==> src/rtl/inst_resp_unit.sv <==
// Instruction fetch responder: in-order request/response bridge to the memory read port,
// with a one-word last-fetch buffer that answers an idle-time refetch of the same word.
module inst_resp_unit #(
   parameter int DEPTH = 2
) (
   input  logic        clk,
   input  logic        reset,
   input  logic        inst_req,
   input  logic [31:0] inst_addr,
   output logic        inst_addr_ok,
   output logic        inst_data_ok,
   output logic [31:0] inst_rdata,
   input  logic        inv,
   output logic        mem_rd_req,
   output logic [31:0] mem_rd_addr,
   input  logic        mem_rd_gnt,
   input  logic        mem_rd_valid,
   input  logic [31:0] mem_rd_data
);

   localparam int CNT_W = $clog2(DEPTH + 1);
   localparam int PTR_W = $clog2(DEPTH);
   localparam logic [CNT_W-1:0] DEPTH_C  = CNT_W'(DEPTH);
   localparam logic [PTR_W-1:0] LAST_PTR = PTR_W'(DEPTH - 1);

   logic [CNT_W-1:0] r_cnt;
   logic             r_rq_valid;
   logic [31:0]      r_rq_addr;
   logic [29:0]      r_fifo [DEPTH];
   logic [PTR_W-1:0] r_wr_ptr;
   logic [PTR_W-1:0] r_rd_ptr;
   logic [CNT_W-1:0] r_fcnt;
   logic             r_lb_valid;
   logic [29:0]      r_lb_tag;
   logic [31:0]      r_lb_data;
   logic             r_hit_pend;
   logic             r_mem_ok;
   logic [31:0]      r_rdata;

   logic w_accept;
   logic w_hit;
   logic w_miss;
   logic w_push;
   logic w_pop;

   function automatic logic [PTR_W-1:0] ptr_next(input logic [PTR_W-1:0] p);
      return (p == LAST_PTR) ? '0 : p + PTR_W'(1);
   endfunction

   // The buffer is only consulted when nothing is outstanding, so a hit can never
   // overtake an earlier miss still waiting on memory.
   assign inst_addr_ok = inst_req && !r_rq_valid && (r_cnt < DEPTH_C);
   assign w_accept     = inst_addr_ok;
   assign w_hit        = w_accept && (r_cnt == '0) && r_lb_valid
                         && (r_lb_tag == inst_addr[31:2]) && !inv;
   assign w_miss       = w_accept && !w_hit;
   assign w_push       = r_rq_valid && mem_rd_gnt;
   assign w_pop        = mem_rd_valid && (r_fcnt != '0);

   assign mem_rd_req   = r_rq_valid;
   assign mem_rd_addr  = r_rq_addr & 32'hFFFF_FFFC;
   assign inst_data_ok = r_hit_pend | r_mem_ok;
   // Buffer data cannot change during the hit cycle: no memory pop is possible then.
   assign inst_rdata   = r_hit_pend ? r_lb_data : r_rdata;

   always_ff @(posedge clk) begin
      if (reset) begin
         r_cnt      <= '0;
         r_rq_valid <= 1'b0;
         r_rq_addr  <= '0;
         r_wr_ptr   <= '0;
         r_rd_ptr   <= '0;
         r_fcnt     <= '0;
         r_lb_valid <= 1'b0;
         r_hit_pend <= 1'b0;
         r_mem_ok   <= 1'b0;
         r_rdata    <= '0;
      end else begin
         case ({w_accept, inst_data_ok})
            2'b10:   r_cnt <= r_cnt + CNT_W'(1);
            2'b01:   r_cnt <= r_cnt - CNT_W'(1);
            default: r_cnt <= r_cnt;
         endcase

         if (w_miss) begin
            r_rq_valid <= 1'b1;
            r_rq_addr  <= inst_addr;
         end else if (w_push) begin
            r_rq_valid <= 1'b0;
         end

         if (w_push) r_wr_ptr <= ptr_next(r_wr_ptr);
         if (w_pop)  r_rd_ptr <= ptr_next(r_rd_ptr);
         case ({w_push, w_pop})
            2'b10:   r_fcnt <= r_fcnt + CNT_W'(1);
            2'b01:   r_fcnt <= r_fcnt - CNT_W'(1);
            default: r_fcnt <= r_fcnt;
         endcase

         r_hit_pend <= w_hit;
         r_mem_ok   <= w_pop;
         if (w_pop) r_rdata <= mem_rd_data;

         // Invalidate wins over a simultaneous buffer load.
         if (inv)        r_lb_valid <= 1'b0;
         else if (w_pop) r_lb_valid <= 1'b1;
      end
   end

   always_ff @(posedge clk) begin
      if (w_push) r_fifo[r_wr_ptr] <= r_rq_addr[31:2];
      if (w_pop) begin
         r_lb_tag  <= r_fifo[r_rd_ptr];
         r_lb_data <= mem_rd_data;
      end
   end

endmodule

==> config.mk <==
export PLATFORM = sky130hd
export DESIGN_NAME = inst_resp_unit
export DESIGN_NICKNAME = d
export VERILOG_FILES = /design/src/rtl/inst_resp_unit.sv
export SDC_FILE = /design/constraint.sdc
export NUM_CORES = 1
export LEC_CHECK = 0
export ABC_AREA = 1
export BUFFER_PORTS_ARGS = -buffer_cell sky130_fd_sc_hd__buf_2
export CAP_MARGIN = 20
export CORE_ASPECT_RATIO = 1.4
export CORE_MARGIN = 2
export CORE_UTILIZATION = 55
export CTS_CLUSTER_DIAMETER = 200
export DETAILED_ROUTE_END_ITERATION = 6
export MAX_ROUTING_LAYER = met4
export PLACE_DENSITY = 0.79
export SLEW_MARGIN = 25
export SYNTH_ARGS = -nofsm -noshare
export SYNTH_HDL_FRONTEND = slang
export SYNTH_SLANG_ARGS = --single-unit
==> constraint.sdc <==
create_clock -name clk -period 8.6 [get_ports clk]
set_clock_uncertainty 0.15 [all_clocks]
set_input_delay 0.86 -clock clk [delete_from_list [all_inputs] [get_ports clk]]
set_output_delay 0.86 -clock clk [all_outputs]
set_load 0.05 [all_outputs]
==> reports/qor.txt <==
Status -> completed
Int Pwr -> 1.66 mW
Sequential share of power -> 48.0%
Clock sinks -> 194
CTS root buf -> clkbuf_16
Synth area leader -> edfxtp_1
# rows -> 51
Pwr/cell area -> 255 mW/mm^2
Drt wl/cell -> 14.6 um
Leakage -> 4.01 nW
Data arrival time of the worst path -> 2.49 ns
Fin Setup TNS -> 0 ns
Post-Route WL -> 16.5 mm
Share of cells above drive strength 1 -> 18.8%
Unrepaired setup endpoints after global routing -> false
Worst slew pin tran -> 0.956 ns
YS warnings -> 0
CP Launch Type -> flip-flop
Final RePlAce weighted congestion -> 0.818
Port-buffer cells -> 132
Combinational Power Share -> 16.9%
Antenna Nets Post-Route -> 0
Max Cap Viol -> 0
Max VDD drop -> 0.147 mV
Cts hold-fix bufs -> 0
Count of final setup violators -> 0
Worst R2R Path Depth -> 11
Dpl cells -> 1094
Drt drc -> 0
Vias in the first global route -> 5198
WHS Path Cells -> 2
Longest Clk Path Bufs -> 2
Initial Util -> 56.0%
Post-Syn Area -> 0.00775 sq mm
Clk slew on worst S/H paths -> 0.06 ns
Antenna violations before repair -> 1
Tmin final -> 3.50 ns
CORE AREA -> 0.0138 sq mm
Final Slew Violations -> 0
Filler Cells Inserted -> 1137
Fin nets -> 1000
Reg-to-Reg End -> r_rq_addr[22]
Final Instance Count excl. Fillers -> 1127
Clk Latency, worst-skew pair -> 0.42 ns
Num CTS Buffers -> 17
Die W -> 104 um
Initial DRC count -> 346
Worst setup EP type -> output port
Reg2reg setup slack -> 5.76 ns
Pin count of the biggest net entering global routing -> 64
Worst Path Required -> 7.59 ns
GRT Overall Usage -> 22.7%
Net Switching -> 667 uW
Layout area overhead -> 18.0%
Fmax -> 0.286 GHz
Synth Register Bits -> 194
Final Cycle Share -> 40.7%
DR pass1 iterations -> 5
Capture point of the worst path -> inst_rdata[11]
H-Tree Level Count -> 4
Post-CTS Setup Bufs -> 0
Switch share -> 28.7%
Post-cts sizing count -> 0
Post-DR vias/cell -> 5.01
CTS tree -> yes
Hpwl dp -> 10.4 mm
Yosys cell types -> 25
First-pass GRT wire length -> 25.6 mm
GR Overflow Total -> 0
Final Hold Vio Count -> 0
Max FO, Critical Path -> 34
Ranking of synthesized cells by area -> edfxtp_1, dfxtp_1, nand2_1, nor2_1, xnor2_1
Syn Inst Count -> 809
Final Total Pwr -> 2.33 mW
Post-synth top area share -> 47.2%
Worst Setup SP -> r_hit_pend
Clock network fraction of design power -> 35.1%
Hold WC Path Type -> flip-flop to flip-flop
Die Footprint -> 0.0151 sq mm
Reg2Reg Launch Point -> mem_rd_req
Syn avg cell area -> 9.58 sq um
Slew headroom -> 35.9%
IO Pins -> 137
Die Height -> 144 um
Sequential area share after synthesis -> 65.8%
Critical path class -> flip-flop to output port
Via count -> 5650
==> power by group through the flow <==
stage          clock network [mW]  registers (mW)  logic [mW]
6_report                    0.818            1.12       0.393
4_1_cts                     0.827            1.12       0.395
3_3_place_gp                    0            1.13       0.386
2_1_floorplan                   0            1.19       0.235
5_1_grt                     0.871            1.12       0.432
3_5_place_dp                    0            1.14       0.394
==> synth_stat cells (all sizes together) <==
| cell type | count |
|---|---|
| a211oi | 1 |
| a21oi | 37 |
| buf | 14 |
| clkbuf | 26 |
| clkinv | 1 |
| conb | 1 |
| dfxtp | 72 |
| edfxtp | 122 |
| ha | 2 |
| inv | 46 |
| nand2 | 267 |
| nand3 | 31 |
| nand4 | 6 |
| nor2 | 115 |
| nor3 | 3 |
| nor4 | 1 |
| o21ai | 38 |
| or2 | 2 |
| xnor2 | 23 |
| xor2 | 1 |
==> layout make-up <==
type                       count  area [sq um]  share of cell area (%)
sequential                   194          5100                    55.8
multi-input combinational    529          2300                    25.2
timing repair buffer         139           713                    7.80
clock buffer                  22           465                    5.09
tap                          185           231                    2.53
inverter                      47           179                    1.96
clock inverter                10           145                    1.59
antenna                        1          2.50                  0.0274
==> metrics by stage <==
stage               setup WS, ns  util, %  cell area (sq um)  hold WS [ns]
finish                      5.10     66.1               9150         0.326
floorplan                   4.36        -               7760         0.275
detailed placement          5.03     61.6               8530         0.312
global placement            5.05     61.6               8530         0.300
global route                4.83     66.1               9150         0.350
CTS                         5.33     66.0               9140         0.324
==> per-layer routing <==
layer	global-route usage (%)	routed length [um]	vias to the layer above
met5	-	0	-
met4	9.10	432	0
met3	4.55	693	29
met2	39.5	8480	169
met1	25.7	6860	2597
li1	-	-	2855
==> worst min path at each step <==
stage / start / end / slack (ns)
CTS: r_cnt[1] / r_cnt[1] / 0.32
floorplan: r_fcnt[1] / r_fcnt[1] / 0.27
global route: r_rq_addr[14] / r_fifo[1][12] / 0.35
finish: r_cnt[1] / r_cnt[1] / 0.33
global placement: r_cnt[1] / r_cnt[1] / 0.30
detailed placement: r_cnt[1] / r_cnt[1] / 0.31
==> sequential cells by signal, summed over array words and instances (netlist names), 2 cells and up <==
name / cells
r_fifo: 60
r_cnt: 2
r_lb_tag: 30
r_lb_data: 32
r_rq_addr: 30
r_rdata: 32
r_fcnt: 2
==> placed cells by master, fill, tap and decap left out, drive strengths merged <==
cell      instances
a21oi            37
or2               2
nor3              3
nand4             6
nor2            115
nor4              1
conb              2
dfxtp            72
inv              47
xnor2            23
clkinvlp          2
diode             1
edfxtp          122
xor2              1
nand3            31
ha                2
clkinv            5
a211oi            1
bufinv            3
buf             139
o21ai            38
nand2           267
clkbuf           22
==> cells by family (layout without fill, tap and decap cells) <==
family,Yosys count,count (layout),share of synthesized area [%]
AOI/OAI and AO/OA,76,76,4.94
xor gates and xnor gates,24,24,2.71
adders and majority gates,2,2,0.323
buffers and inverters,87,218,4.66
DFF,194,194,65.8
other,1,3,0.0484
and+or+nand+nor,425,425,21.5
==> critical path: stages (launching register included) <==
cell and delay [ns]:
dfxtp_1 0.31, buf_4 0.34, clkinv_1 0.85, nand2_1 0.26, nand2_1 0.09, buf_2 0.22
Power figures use the tool's default switching activity.
